<file path="src/rtl/mips16_ctrl_pkg.sv">
// Shared types and constants for the MIPS16 program load/run controller.
package mips16_ctrl_pkg;

    localparam int IMEM_DEPTH = 256;
    localparam int DEF_ADDR_W = 8;
    localparam int DEF_DATA_W = 16;
    localparam int DEF_CYC_W  = 16;

    typedef enum logic [2:0] {
        IDLE  = 3'd0,
        LOAD  = 3'd1,
        FLUSH = 3'd2,
        RUN   = 3'd3,
        DONE  = 3'd4
    } state_t;

endpackage

</file>
<file path="src/rtl/prog_load_run_ctrl_if.sv">
// Host stream, instruction-memory write port and core control signals of the boot sequencer.
interface prog_load_run_ctrl_if #(
    parameter int ADDR_W = 8,
    parameter int DATA_W = 16,
    parameter int CYC_W  = 16
);
    // Host stream: a word moves on any cycle where in_valid && in_ready; the host
    // must hold in_valid/in_data/in_last stable until that happens.
    logic              start;
    logic              abort;
    logic              in_valid;
    logic [DATA_W-1:0] in_data;
    logic              in_last;
    logic              in_ready;
    logic              imem_we;
    logic [ADDR_W-1:0] imem_addr;
    logic [DATA_W-1:0] imem_wdata;
    logic              core_rst;
    logic [ADDR_W-1:0] core_pc;
    logic [ADDR_W-1:0] halt_pc;
    logic [CYC_W-1:0]  cycle_limit;
    logic              busy;
    logic              done;
    logic              timeout;
    logic [ADDR_W:0]   words_loaded;

    modport master (
        output start, abort, in_valid, in_data, in_last, core_pc, halt_pc, cycle_limit,
        input  in_ready, imem_we, imem_addr, imem_wdata, core_rst, busy, done, timeout,
               words_loaded
    );

    modport slave (
        input  start, abort, in_valid, in_data, in_last, core_pc, halt_pc, cycle_limit,
        output in_ready, imem_we, imem_addr, imem_wdata, core_rst, busy, done, timeout,
               words_loaded
    );

endinterface

</file>
<file path="src/rtl/prog_load_run_ctrl_run_cycle_counter.sv">
// Saturating run-cycle counter; hit_o flags the last cycle of a non-zero budget.
module run_cycle_counter #(
    parameter int CYC_W = 16
) (
    input  logic             clk,
    input  logic             rst,
    input  logic             clr_i,
    input  logic             en_i,
    input  logic [CYC_W-1:0] limit_i,
    output logic             hit_o
);

    logic [CYC_W-1:0] cnt_q;

    always_ff @(posedge clk or posedge rst) begin
        if (rst) begin
            cnt_q <= '0;
        end else if (clr_i) begin
            cnt_q <= '0;
        end else if (en_i && (cnt_q != {CYC_W{1'b1}})) begin
            cnt_q <= cnt_q + CYC_W'(1);
        end
    end

    // A zero limit means unlimited, so it never hits.
    assign hit_o = (limit_i != '0) && (cnt_q == (limit_i - CYC_W'(1)));

endmodule

</file>
<file path="src/rtl/prog_load_run_ctrl.sv">
// Boot sequencer for the 16-bit MIPS core: streams a program into instruction memory
// with the core held in reset, then runs it until the halt PC or the cycle budget.
module prog_load_run_ctrl
    import mips16_ctrl_pkg::*;
#(
    parameter int ADDR_W = DEF_ADDR_W,
    parameter int DATA_W = DEF_DATA_W,
    parameter int CYC_W  = DEF_CYC_W
) (
    input  logic                clk,
    input  logic                rst,
    prog_load_run_ctrl_if.slave bus,
    output state_t              state_o
);

    state_t            state_q, state_d;
    logic [ADDR_W-1:0] wr_ptr_q, wr_ptr_d;
    logic [ADDR_W:0]   words_q, words_d;
    logic              timeout_q, timeout_d;
    logic [ADDR_W-1:0] halt_q, halt_d;
    logic [CYC_W-1:0]  limit_q, limit_d;
    logic              we_q, we_d;
    logic [ADDR_W-1:0] addr_q, addr_d;
    logic [DATA_W-1:0] wdata_q, wdata_d;
    logic              core_rst_q, busy_q, done_q;
    logic              xfer, cnt_clr, cnt_en, limit_hit;

    assign xfer = (state_q == LOAD) && bus.in_valid;

    run_cycle_counter #(.CYC_W(CYC_W)) u_cyc (
        .clk    (clk),
        .rst    (rst),
        .clr_i  (cnt_clr),
        .en_i   (cnt_en),
        .limit_i(limit_q),
        .hit_o  (limit_hit)
    );

    always_comb begin
        state_d   = state_q;
        wr_ptr_d  = wr_ptr_q;
        words_d   = words_q;
        timeout_d = timeout_q;
        halt_d    = halt_q;
        limit_d   = limit_q;
        we_d      = 1'b0;
        addr_d    = addr_q;
        wdata_d   = wdata_q;
        cnt_clr   = 1'b0;
        cnt_en    = 1'b0;
        if (bus.abort) begin
            state_d = IDLE;
        end else begin
            case (state_q)
                IDLE, DONE: begin
                    if (bus.start) begin
                        state_d   = LOAD;
                        wr_ptr_d  = '0;
                        words_d   = '0;
                        timeout_d = 1'b0;
                        halt_d    = bus.halt_pc;
                        limit_d   = bus.cycle_limit;
                    end
                end
                LOAD: begin
                    if (xfer) begin
                        we_d     = 1'b1;
                        addr_d   = wr_ptr_q;
                        wdata_d  = bus.in_data;
                        wr_ptr_d = wr_ptr_q + ADDR_W'(1);
                        words_d  = words_q + (ADDR_W + 1)'(1);
                        // The last memory slot ends the load so the pointer never wraps.
                        if (bus.in_last || (wr_ptr_q == ADDR_W'(IMEM_DEPTH - 1))) begin
                            state_d = FLUSH;
                        end
                    end
                end
                FLUSH: begin
                    state_d = RUN;
                    cnt_clr = 1'b1;
                end
                RUN: begin
                    cnt_en = 1'b1;
                    if (bus.core_pc == halt_q) begin
                        state_d   = DONE;
                        timeout_d = 1'b0;
                    end else if (limit_hit) begin
                        state_d   = DONE;
                        timeout_d = 1'b1;
                    end
                end
                default: state_d = IDLE;
            endcase
        end
    end

    always_ff @(posedge clk or posedge rst) begin
        if (rst) begin
            state_q    <= IDLE;
            wr_ptr_q   <= '0;
            words_q    <= '0;
            timeout_q  <= 1'b0;
            halt_q     <= '0;
            limit_q    <= '0;
            we_q       <= 1'b0;
            addr_q     <= '0;
            wdata_q    <= '0;
            core_rst_q <= 1'b1;
            busy_q     <= 1'b0;
            done_q     <= 1'b0;
        end else begin
            state_q    <= state_d;
            wr_ptr_q   <= wr_ptr_d;
            words_q    <= words_d;
            timeout_q  <= timeout_d;
            halt_q     <= halt_d;
            limit_q    <= limit_d;
            we_q       <= we_d;
            addr_q     <= addr_d;
            wdata_q    <= wdata_d;
            core_rst_q <= (state_d != RUN);
            busy_q     <= (state_d == LOAD) || (state_d == FLUSH) || (state_d == RUN);
            done_q     <= (state_d == DONE);
        end
    end

    assign bus.in_ready     = (state_q == LOAD);
    assign bus.imem_we      = we_q;
    assign bus.imem_addr    = addr_q;
    assign bus.imem_wdata   = wdata_q;
    assign bus.core_rst     = core_rst_q;
    assign bus.busy         = busy_q;
    assign bus.done         = done_q;
    assign bus.timeout      = timeout_q;
    assign bus.words_loaded = words_q;
    assign state_o          = state_q;

endmodule

</file>
<file path="src/flat_wrapper.sv">
// flat-port wrapper written by rule: the top's interface ports become plain ports
module prog_load_run_ctrl_flat import mips16_ctrl_pkg::*;
#(
    parameter int ADDR_W = DEF_ADDR_W,
    parameter int DATA_W = DEF_DATA_W,
    parameter int CYC_W  = DEF_CYC_W
)
  (clk, rst, state_o, bus_start, bus_abort, bus_in_valid, bus_in_data, bus_in_last, bus_core_pc, bus_halt_pc, bus_cycle_limit, bus_in_ready, bus_imem_we, bus_imem_addr, bus_imem_wdata, bus_core_rst, bus_busy, bus_done, bus_timeout, bus_words_loaded);
  prog_load_run_ctrl_if #(.ADDR_W(ADDR_W), .DATA_W(DATA_W), .CYC_W(CYC_W)) bus_i ();
  input  logic clk;
  input  logic rst;
  output state_t state_o;
  input wire logic [$bits(bus_i.start)-1:0] bus_start;
  input wire logic [$bits(bus_i.abort)-1:0] bus_abort;
  input wire logic [$bits(bus_i.in_valid)-1:0] bus_in_valid;
  input wire logic [$bits(bus_i.in_data)-1:0] bus_in_data;
  input wire logic [$bits(bus_i.in_last)-1:0] bus_in_last;
  input wire logic [$bits(bus_i.core_pc)-1:0] bus_core_pc;
  input wire logic [$bits(bus_i.halt_pc)-1:0] bus_halt_pc;
  input wire logic [$bits(bus_i.cycle_limit)-1:0] bus_cycle_limit;
  output wire logic [$bits(bus_i.in_ready)-1:0] bus_in_ready;
  output wire logic [$bits(bus_i.imem_we)-1:0] bus_imem_we;
  output wire logic [$bits(bus_i.imem_addr)-1:0] bus_imem_addr;
  output wire logic [$bits(bus_i.imem_wdata)-1:0] bus_imem_wdata;
  output wire logic [$bits(bus_i.core_rst)-1:0] bus_core_rst;
  output wire logic [$bits(bus_i.busy)-1:0] bus_busy;
  output wire logic [$bits(bus_i.done)-1:0] bus_done;
  output wire logic [$bits(bus_i.timeout)-1:0] bus_timeout;
  output wire logic [$bits(bus_i.words_loaded)-1:0] bus_words_loaded;
  assign bus_i.start = bus_start;
  assign bus_i.abort = bus_abort;
  assign bus_i.in_valid = bus_in_valid;
  assign bus_i.in_data = bus_in_data;
  assign bus_i.in_last = bus_in_last;
  assign bus_i.core_pc = bus_core_pc;
  assign bus_i.halt_pc = bus_halt_pc;
  assign bus_i.cycle_limit = bus_cycle_limit;
  assign bus_in_ready = bus_i.in_ready;
  assign bus_imem_we = bus_i.imem_we;
  assign bus_imem_addr = bus_i.imem_addr;
  assign bus_imem_wdata = bus_i.imem_wdata;
  assign bus_core_rst = bus_i.core_rst;
  assign bus_busy = bus_i.busy;
  assign bus_done = bus_i.done;
  assign bus_timeout = bus_i.timeout;
  assign bus_words_loaded = bus_i.words_loaded;
  prog_load_run_ctrl #(.ADDR_W(ADDR_W), .DATA_W(DATA_W), .CYC_W(CYC_W)) u_core (.clk(clk), .rst(rst), .bus(bus_i), .state_o(state_o));
endmodule
</file>
<file path="config.mk">
export PLATFORM = sky130hd
export DESIGN_NAME = prog_load_run_ctrl_flat
export DESIGN_NICKNAME = d
export VERILOG_FILES = /design/src/rtl/mips16_ctrl_pkg.sv /design/src/rtl/prog_load_run_ctrl_if.sv /design/src/rtl/prog_load_run_ctrl_run_cycle_counter.sv /design/src/rtl/prog_load_run_ctrl.sv /design/src/flat_wrapper.sv
export SDC_FILE = /design/constraint.sdc
export NUM_CORES = 1
export LEC_CHECK = 0
export ABC_AREA = 1
export CORE_MARGIN = 1
export CORE_UTILIZATION = 30
export CTS_CLUSTER_SIZE = 8
export DETAILED_ROUTE_END_ITERATION = 10
export DONT_BUFFER_PORTS = 1
export HOLD_SLACK_MARGIN = 0.02
export PLACE_DENSITY = 0.42
export RECOVER_POWER = 25
export SYNTH_ARGS = -nofsm -noshare
export SYNTH_HDL_FRONTEND = slang
export SYNTH_HIERARCHICAL = 1
export SYNTH_SLANG_ARGS = --single-unit
</file>
<file path="constraint.sdc">
create_clock -name clk -period 1.8 [get_ports clk]
set_input_delay 0.09 -clock clk [delete_from_list [all_inputs] [get_ports clk]]
set_output_delay 0.09 -clock clk [all_outputs]
set_load 0.01 [all_outputs]
</file>
==> summary.md, run 1 <==
| Metric | Value |
|---|---|
| Share of layout cells above drive strength 1 | `about 16%` |
| Post-synth top cells | `nand2_1, dfrtp_1, inv_1` |
| PortBufs | `0` |
| Max Clock Skew | `about 0.0031 ns` |
| H-tree lvl count | `3` |
| Critical Path RT | `a little over 2 ns` |
| RSZ-0062 raised after global routing | `yes` |
| CP startpoint | `u_core/limit_q[1]` |
| Slowest-stage cell, CP | `dfrtp_1` |
| Fin util | `between 30% and 40%` |
| Status | `finished, violations left` |
| Syn Inst Count | `about 660` |
| DIE AREA | `~17000 sq um` |
| Yosys cell types | `38` |
| CTS tree | `built` |
| Final hold violations | `0` |
| FMAX | `507 MHz` |
| Io pins | `96` |
| Top_reg_cell synth | `dfrtp_1` |
| Clock tree buffer depth | `2` |
| Failing checks | `setup timing` |
| Peak supply drop | `roughly 0.49 mV` |
| CP cell instances | `inv_2 > ha_4 > xor2_1 > nand2_1 > nor2_1 > nand3_1 > nor2_2 > nand4_1 > nor2_2 > inv_2 > nand3_4 > nand2_2 > nand2_2 > nand2_1` |
| First-pass GRT wire length | `22200 microns` |
| Core Area | `approximately 16000 sq um` |
| Hold Slack | `0.0519 ns` |
| Clock Tree Root | `clkbuf_16` |
| Final wirelength | `13100 microns` |
| Crit path to | `u_core/bus.busy` |
| Remaining antenna violation count | `0` |
| Most frequent cell after synthesis | `nand2_1` |
| Clock transition at path regs | `~0.06 ns` |
| Pre-antenna DRT Iters | `4` |
| WS Path Type | `flop to flop` |
| CP Data Arrival Time | `roughly 2.2 ns` |
| Worst hold path class | `input port to flop` |
| Initial DRC count | `~130` |
| Reg-to-reg endpoint | `u_core/bus.busy` |
| Reg2Reg Setup Slack | `-0.17 ns` |
| Crit-path max FO | `3` |
| Vias per cell | `around 4.6` |
| Layout filler cell count | `1701` |
| Synth area leader | `dfrtp_1` |
| Die Height | `130 microns` |
| Final Slew Violations | `0` |
| Actual slew at the worst max-slew pin | `roughly 1.1 ns` |
| Number of max-cap violations | `0` |
| Worst-Skew Late Latency | `0.34 ns` |
| Yosys top cell area share | `between 40 and 50%` |
| Nets | `between 800 and 900` |
| P per Cell Area | `around 1100 nW/um^2` |
| Pin count of the biggest net entering global routing | `74` |
| # rows | `46` |
| Yosys reg bits | `89` |
| Remaining DRCs | `0` |
| Dpl ws | `-0.294 ns` |
| Vias in the first global route | `4550` |
| CTS buffer count | `9` |
| Leakage | `3.03 nW` |
| Net Count, Synth | `717` |
| DP Wirelength | `~9600 microns` |
| Routability cong. | `about 0.80` |
| DR WL/cell | `between 10 and 15 microns` |
| Placed cell areas | `around 5500 sq um` |
| CTS sink cnt | `89` |
| Relative slew slack | `between 20% and 30%` |
| Synthesized area | `4920 sq um` |
| Reg2reg path depth | `14` |
| Min setup slack post-route | `-0.172 ns` |
| Fin crit share | `110%` |
| Non-Filler Instances | `~970` |
| CP max stage delay | `a little under 0.4 ns` |
| Hold_sp | `bus_start` |
| Initial antenna violation count | `1` |
| Gr usage total | `between 15 and 20%` |
| Ys async rst share | `100%` |
| Startpoint types | `flop` |
| Vias | `4487` |
| Overall die width | `130 microns` |
| Worst r2r src | `u_core/limit_q[1]` |
| Setup violators final | `7` |
| Sequential area share after synthesis | `between 40 and 50%` |
| Average cell area after synthesis | `roughly 7.5 sq um` |
| Post-synth EDFFs | `0` |
| Tmin final | `around 2.0 ns` |
| Design Area, Final | `approximately 6400 sq um` |
| Synth area leaders | `dfrtp_1, nand2_1, inv_1` |
| Placed cells | `909` |
| GRT overflow | `0` |
| Area growth syn-to-layout | `29.1%` |
| Critical Path Sink Type | `flop` |
| Ys Warns | `6` |
| Initial Util | `about 30%` |
metal layers:
| metal | share of wire (%) | global-route usage [%] | up-vias |
|---|---|---|---|
| met4 | 1.5 | 5.81 | 0 |
| met3 | 3.9 | 3.81 | 15 |
| li1 | - | - | 2282 |
| met2 | 50 | 29.9 | 64 |
| met5 | 0 | 0 | - |
| met1 | 45 | 20.3 | 2126 |
cell type report:
class                      count  area (sq um)  share of cell area [%]
sequential                    89          2230                    35.1
timing repair buffer         100           877                    13.8
clock buffer                  10           229                    3.60
tap                          216           270                    4.25
clock inverter                 6          68.8                    1.08
multi-input combinational    481          2410                    37.8
antenna                        1          2.50                  0.0394
inverter                      71           275                    4.33
registers in the layout (all words and copies together), names as in the netlist, 3 cells and up:
signal,cells
u_core/bus.imem_addr,8
u_core/bus.words_loaded,9
u_core/state_o,3
u_core/limit_q,16
u_core/halt_q,8
u_core/bus.imem_wdata,16
u_core/wr_ptr_q,8
u_core/u_cyc/cnt_q,16
worst max-delay path, delay by kind of cell (launching register included):
kind | cells | cell delay [ns]
XOR/XNOR | 1 | 0.13
adder cells (fa/ha/maj) | 1 | 0.26
buffers and inverters | 2 | 0.14
flip-flops | 1 | 0.39
AND/OR/NAND/NOR | 10 | 0.94
worst min-delay path by stage:
stage / to / slack, ns / cells after the start
after global placement: u_core/bus.timeout / 0.1 / 2
after global routing: u_core/bus.core_rst / 0.06 / 5
after detailed placement: u_core/bus.timeout / 0.10 / 2
after floorplan: u_core/u_cyc/cnt_q[0] / 0.004 / 1
after CTS: u_core/bus.core_rst / 0.05 / 5
final: u_core/bus.core_rst / 0.05 / 5
metrics by stage:
stage | setup TNS [ns] | total power, mW
after floorplan | 0 | 4.41
after global placement | -1.71 | 5.21
after detailed placement | -1.72 | 5.25
after CTS | -1.03 | 7.33
after global routing | -2.42 | 7.86
final | -0.990 | 7.25
layout by cell type (no fill, tap or decap), types with 2 or more instances in the layout:
cell type      instances
nand2_1              225
dfrtp_1               88
inv_1                 62
buf_4                 53
nor2_1                53
nand3_1               47
dlygate4sd3_1         44
o21ai_0               21
a21oi_1               17
xor2_1                17
nand4_1               12
nor2_2                11
o21ai_1               11
nor3_1                10
clkbuf_16              9
xnor2_1                9
nand2_2                9
inv_2                  7
nor3_2                 7
o31ai_1                5
nand3b_1               4
clkinv_4               3
a21oi_2                3
clkinvlp_4             2
ha_1                   2
nand3_2                2
nor4_1                 2
what timing repair did:
item / 4_1_cts / 5_1_grt
endpoints found under the hold margin: 136 / 0
hold buffers: 44 / 0
pin swaps: 6 / 9
resized for setup: 9 / 22
buffers inserted: 0 / 4
setup endpoints to repair: 7 / 44
power by group:
part	total (mW)	switching [mW]	internal, mW
registers	3.00	0.521	2.48
logic	2.36	1.28	1.08
clock network	1.89	0.809	1.08
total	7.25	2.61	4.63
cells by family after synthesis:
| family | after synthesis | share of synthesized area, % |
|---|---|---|
| AND/OR/NAND/NOR | 388 | 34.2 |
| buffers and inverters | 89 | 7.80 |
| flip-flops | 89 | 45.2 |
| XOR/XNOR | 26 | 4.62 |
| AO/OA/AOI/OAI | 62 | 6.94 |
| multiplexers | 1 | 0.203 |
| adder cells (fa/ha/maj) | 4 | 1.02 |
(Power assumes the default switching activity.)
==> run 2: changes to the inputs <==
- CELL_PAD_IN_SITES_DETAIL_PLACEMENT: default -> 0
- CELL_PAD_IN_SITES_GLOBAL_PLACEMENT: default -> 1
- PLACE_DENSITY: 0.42 -> 0.55
==> summary.md, run 2 (synthesis gave the netlist of run 1 again) <==
| Metric | Value |
|---|---|
| P per Cell Area | `1150 nW/um^2 (+1.3%)` |
| Critical Path Sink Type | `flop` |
| Final wirelength | `13300 microns (+1.3%)` |
| Overall die width | `130 microns (unchanged)` |
| Min setup slack post-route | `-0.221 ns (-0.0491 ns)` |
| Routability cong. | `0.823 (+3.2%)` |
| PortBufs | `0 (unchanged)` |
| Worst-Skew Late Latency | `0.34 ns (about the same)` |
| First-pass GRT wire length | `21800 microns (-1.7%)` |
| Gr usage total | `16.7% (-0.25 points)` |
| Status | `finished, violations left` |
| Vias | `4446 (-0.91%)` |
| DR WL/cell | `13.7 microns (+1.4%)` |
| CTS sink cnt | `89 (unchanged)` |
| CP cell instances | `inv_2 > ha_4 > xor2_1 > nand2_1 > nor2_1 > nand3_1 > nor2_2 > nand4_1 > nor2_2 > inv_2 > nand3_4 > nand2_2 > nand2_2 > nand2_1` |
| Remaining DRCs | `0 (unchanged)` |
| Io pins | `96 (unchanged)` |
| Clock tree buffer depth | `2 (unchanged)` |
| Hold Slack | `-0.202 ns (-0.254 ns)` |
| Initial DRC count | `140 (+6.1%)` |
| CTS tree | `built` |
| Vias per cell | `4.57 (-0.81%)` |
| Area growth syn-to-layout | `28.5%` |
| Total Power | `7.31 mW (+0.83%)` |
| Pin count of the biggest net entering global routing | `35 (-53%)` |
| Commonest non-fill, non-tap cells in the layout | `nand2_1, dfrtp_1, inv_1` |
| Initial antenna violation count | `0 (-1)` |
| CTS buffer count | `9 (unchanged)` |
| H-tree lvl count | `3 (unchanged)` |
| Crit-path max FO | `3 (unchanged)` |
| CP max stage delay | `0.40 ns (about the same)` |
| # rows | `46 (unchanged)` |
| Vias in the first global route | `4524 (-0.57%)` |
| DIE AREA | `16900 sq um (unchanged)` |
| WS Path Type | `flop to flop` |
| Placed cells | `914 (+0.55%)` |
| FMAX | `495 MHz (-2.4%)` |
| Number of max-cap violations | `0 (unchanged)` |
| Worst hold path class | `input port to flop` |
| Remaining antenna violation count | `0 (unchanged)` |
| Initial Util | `30.9% (unchanged)` |
| Setup TNS | `-1.32 ns (-0.327 ns)` |
| Fin util | `39.7% (-0.18 points)` |
| Fin crit share | `112% (+2.7 points)` |
| Slowest-stage cell, CP | `dfrtp_1` |
| RSZ-0062 raised after global routing | `yes` |
| Placed cell areas | `5530 sq um (+0.45%)` |
| Ant diodes | `0 (-1)` |
| Nets | `810 (unchanged)` |
| Share of layout cells above drive strength 1 | `15.9% (-0.26 points)` |
| Clock transition at path regs | `0.06 ns (about the same)` |
| CTS hold repair buffers | `42 (-4.5%)` |
| Relative slew slack | `48.2% (+18 points)` |
| Clock Tree Root | `clkbuf_16` |
| Final hold violations | `6 (+6)` |
| Core Area | `15900 sq um (unchanged)` |
| Startpoint types | `flop` |
| Pre-antenna DRT Iters | `4 (unchanged)` |
| Non-Filler Instances | `973 (-0.10%)` |
| Worst Path Buf+Inv | `2 (unchanged)` |
| Failing checks | `hold timing, setup timing` |
| DP Wirelength | `10000 microns (+3.6%)` |
| Crit path max-delay family | `simple AND/OR/NAND/NOR gates` |
| Tmin final | `2.02 ns (+0.0491 ns)` |
| Leakage | `3.03 nW (about the same)` |
| Max Clock Skew | `0.0110 ns (+0.00788 ns)` |
| Die Height | `130 microns (unchanged)` |
| Final Slew Violations | `0 (unchanged)` |
| Setup violators final | `7 (unchanged)` |
| GRT overflow | `0 (unchanged)` |
| Critical Path RT | `2.03 ns (about the same)` |
| Actual slew at the worst max-slew pin | `0.772 ns (-0.280 ns)` |
| Peak supply drop | `0.467 mV (-4.9%)` |
| Design Area, Final | `6330 sq um (-0.45%)` |
| CP Data Arrival Time | `2.25 ns (+0.04 ns)` |
| Most common cell after layout, fill and taps aside | `nand2_1` |
-- run 2: changes by cell type in the layout (fill, tap and decap cells not counted), sizes merged --
cell | previous run | this run
clkinv | 4 | 1
buf | 55 | 57
clkbuf | 11 | 13
dlygate4sd3 | 44 | 42
diode | 1 | 0
inv | 70 | 71
-- run 2: worst register-to-register path, cell delays in order (launching register included) --
cell and delay, ns:
dfrtp_1 0.40, inv_2 0.06, ha_4 0.25, xor2_1 0.13, nand2_1 0.06, nor2_1 0.13, nand3_1 0.10, nor2_2 0.10
nand4_1 0.13, nor2_2 0.19, inv_2 0.07, nand3_4 0.09, nand2_2 0.07, nand2_2 0.07, nand2_1 0.05
-- run 2: final cells by class --
cell class / count / area [sq um]
Inverter: 71 / 268
Timing Repair Buffer: 100 / 857
Clock inverter: 4 / 51.3
Multi-Input combinational cell: 481 / 2400
Sequential cell: 89 / 2230
Clock buffer: 12 / 256
Fill cell: 1679 / 9610
Tap cell: 216 / 270
-- run 2: final timing paths --
| path | start | endpoint | slack (ns) | cells past startpoint |
|---|---|---|---|---|
| max | u_core/limit_q[1] | u_core/bus.busy | -0.22 | 14 |
| min | bus_abort | u_core/bus.done | -0.20 | 1 |
| max reg2reg | u_core/limit_q[1] | u_core/bus.busy | -0.22 | 14 |
| min reg2reg | u_core/halt_q[2] | u_core/halt_q[2] | 0.49 | 2 |
| max in group asynchronous | rst | u_core/limit_q[3] | 0.39 | 3 |
| min in group asynchronous | rst | u_core/bus.timeout | 0.32 | 2 |
-- run 2: report_power, final --
group	switching [mW]	leakage, nW	total [mW]	internal, mW
clock network	0.797	0.149	1.95	1.16
logic	1.28	1.73	2.36	1.09
registers	0.517	1.15	2.99	2.47
-- run 2: repair_timing --
| action | in CTS | in global routing |
|---|---|---|
| setup buffers | 0 | 1 |
| pin swaps | 8 | 8 |
| endpoints found under the setup margin | 7 | 17 |
| resized for setup | 10 | 13 |
| endpoints found under the hold margin | 137 | 6 |
-- run 2: metal layers --
metal  vias to the layer above  track usage (%)  routed length (microns)
li1                       2273                -                        -
met1                      2087             19.5                     5950
met2                        75             29.7                     6580
met3                        11             3.53                      566
met4                         0             6.91                      212
met5                         -                0                        0
-- run 2: per-stage QoR --
| stage | hold WS, ns | setup WS, ns |
|---|---|---|
| after floorplan | 0.00374 | 0.00803 |
| after global routing | -0.223 | -0.400 |
| after detailed placement | -0.0103 | -0.319 |
| final | -0.202 | -0.221 |
| after CTS | -0.215 | -0.212 |
| after global placement | -0.0116 | -0.287 |
==> run 3: changes to the inputs <==
- SETUP_SLACK_MARGIN: default -> 0.1
==> summary.md, run 3 (synthesis gave the netlist of run 1 again) <==
| Metric | Value |
|---|---|
| CP Data Arrival Time | `2.18 ns (-0.07 ns)` |
| Critical Path Sink Type | `flop` |
| Initial antenna violation count | `0 (unchanged)` |
| Worst hold path class | `input port to flop` |
| Relative slew slack | `29.8% (-18 points)` |
| Startpoint types | `flop` |
| Final wirelength | `13300 microns (+0.26%)` |
| Failing checks | `setup timing` |
| Initial Util | `30.9% (unchanged)` |
| Setup violators final | `7 (unchanged)` |
| Pre-antenna DRT Iters | `4 (unchanged)` |
| Fin crit share | `108% (-4.0 points)` |
| GRT overflow | `0 (unchanged)` |
| Critical Path RT | `2.03 ns (about the same)` |
| WS Path Type | `flop to flop` |
| Total Power | `7.36 mW (+0.75%)` |
| Pin count of the biggest net entering global routing | `74 (+110%)` |
| Worst-Skew Late Latency | `0.34 ns (about the same)` |
| Vias | `4404 (-0.94%)` |
| Hold path depth | `5 (+4)` |
| Remaining antenna violation count | `0 (unchanged)` |
| Actual slew at the worst max-slew pin | `1.05 ns (+0.281 ns)` |
| Core Area | `15900 sq um (unchanged)` |
| Tmin final | `1.95 ns (-0.0712 ns)` |
| RSZ-0062 raised after global routing | `yes` |
| Vias per cell | `4.51 (-1.4%)` |
| Hold Slack | `0.0446 ns (+0.247 ns)` |
| Leakage | `3.05 nW (+0.72%)` |
| Min setup slack post-route | `-0.150 ns (+0.0712 ns)` |
| First-pass GRT wire length | `21800 microns (about the same)` |
| Die Height | `130 microns (unchanged)` |
| CTS tree | `built` |
| Ant diodes | `0 (unchanged)` |
| Clock Tree Root | `clkbuf_16` |
| Nets | `814 (+0.49%)` |
| Routability cong. | `0.793 (-3.7%)` |
| Gr usage total | `16.7% (about the same)` |
| Share of layout cells above drive strength 1 | `16.6% (+0.71 points)` |
| Area growth syn-to-layout | `31.1%` |
| Clock transition at path regs | `0.06 ns (about the same)` |
| Number of max-cap violations | `0 (unchanged)` |
| DIE AREA | `16900 sq um (unchanged)` |
| # rows | `46 (unchanged)` |
| Final Slew Violations | `0 (unchanged)` |
| P per Cell Area | `1140 nW/um^2 (-1.3%)` |
| DP Wirelength | `9690 microns (-3.1%)` |
| H-tree lvl count | `3 (unchanged)` |
| Dpl ws | `-0.265 ns (+0.0538 ns)` |
| Max Clock Skew | `0.00574 ns (-0.00527 ns)` |
| Initial DRC count | `197 (+41%)` |
| Commonest non-fill, non-tap cells in the layout | `nand2_1, dfrtp_1, inv_1` |
| Crit-path max FO | `3 (unchanged)` |
| CTS buffer count | `9 (unchanged)` |
| Clock tree buffer depth | `2 (unchanged)` |
| Layout filler cell count | `1684 (+0.30%)` |
| Peak supply drop | `0.455 mV (-2.5%)` |
| Io pins | `96 (unchanged)` |
| Reg2reg path depth | `14 (unchanged)` |
| DR WL/cell | `13.7 microns (-0.15%)` |
| PortBufs | `0 (unchanged)` |
| Overall die width | `130 microns (unchanged)` |
| Final hold violations | `0 (-6)` |
| Remaining DRCs | `0 (unchanged)` |
| FMAX | `513 MHz (+3.7%)` |
| Vias in the first global route | `4418 (-2.3%)` |
| Most common cell after layout, fill and taps aside | `nand2_1` |
| Status | `finished, violations left` |
| CTS sink cnt | `89 (unchanged)` |
-- run 3: changes by cell type in the layout (fill, tap and decap cells not counted), sizes merged --
cell / before / now
bufinv: 1 / 2
dlygate4sd3: 42 / 43
clkbuf: 13 / 14
clkinvlp: 2 / 1
nand2: 236 / 237
inv: 71 / 70
buf: 57 / 59
-- run 3: power breakdown --
part           total, mW  switching (mW)  internal (mW)
Combinational       2.38            1.28           1.09
Sequential          2.99           0.517           2.48
Clock               1.99           0.773           1.22
-- run 3: area by class of cell --
cell class              count  area (sq um)  share of cell area (%)
multi-input cells         482          2470                    38.2
clock inverters             3          65.1                    1.01
flip-flops and latches     89          2230                    34.5
repair buffers            103           913                    14.1
clock buffers              13           240                    3.72
inverters                  71           273                    4.22
well taps                 216           270                    4.19
-- run 3: path summary, 6_finish.rpt --
check	from	slack, ns	to
setup / recovery	u_core/limit_q[1]	-0.15	u_core/bus.busy
hold / removal	bus_start	0.04	u_core/bus.core_rst
setup reg to reg	u_core/limit_q[1]	-0.15	u_core/bus.busy
hold reg to reg	u_core/halt_q[3]	0.49	u_core/halt_q[3]
max in group asynchronous	rst	0.50	u_core/halt_q[7]
min in group asynchronous	rst	0.35	u_core/u_cyc/cnt_q[5]
-- run 3: worst max-delay path, stage by stage (launching register included) --
cell     delay [ns]
dfrtp_1        0.40
inv_2          0.06
ha_4           0.26
xor2_2         0.13
nand2_1        0.07
nor2_1         0.11
nand3_1        0.11
nor2_2         0.09
nand4_1        0.10
nor2_2         0.18
inv_2          0.08
nand3_4        0.08
nand2_2        0.07
nand2_2        0.06
nand2_1        0.05
-- run 3: repair_timing --
| item | CTS | global route |
|---|---|---|
| cloned | 1 | 0 |
| setup endpoints to repair | 22 | 58 |
| pin swaps | 8 | 13 |
| hold buffers | 41 | 2 |
| gates resized for setup | 14 | 26 |
| hold endpoints to repair | 135 | 7 |
| buffers inserted | 4 | 4 |
-- run 3: through the flow --
step / setup TNS [ns] / instance area, sq um / util (%) / std cells
3_3_place_gp: -1.34 / 5530 / 34.7 / 909
6_report: -0.891 / 6460 / 40.5 / 977
2_1_floorplan: 0 / 4950 / - / 659
5_1_grt: -2.38 / 6460 / 40.5 / 977
3_5_place_dp: -1.58 / 5530 / 34.7 / 909
4_1_cts: -1.22 / 6330 / 39.7 / 971
-- run 3: metal layers --
metal / wire length [microns] / GRT usage [%] / part of all wire, %
met5: 0 / 0 / 0
met4: 104 / 3.90 / 0.78
met3: 547 / 4.18 / 4.1
met2: 6630 / 30.0 / 50
met1: 6060 / 20.0 / 45
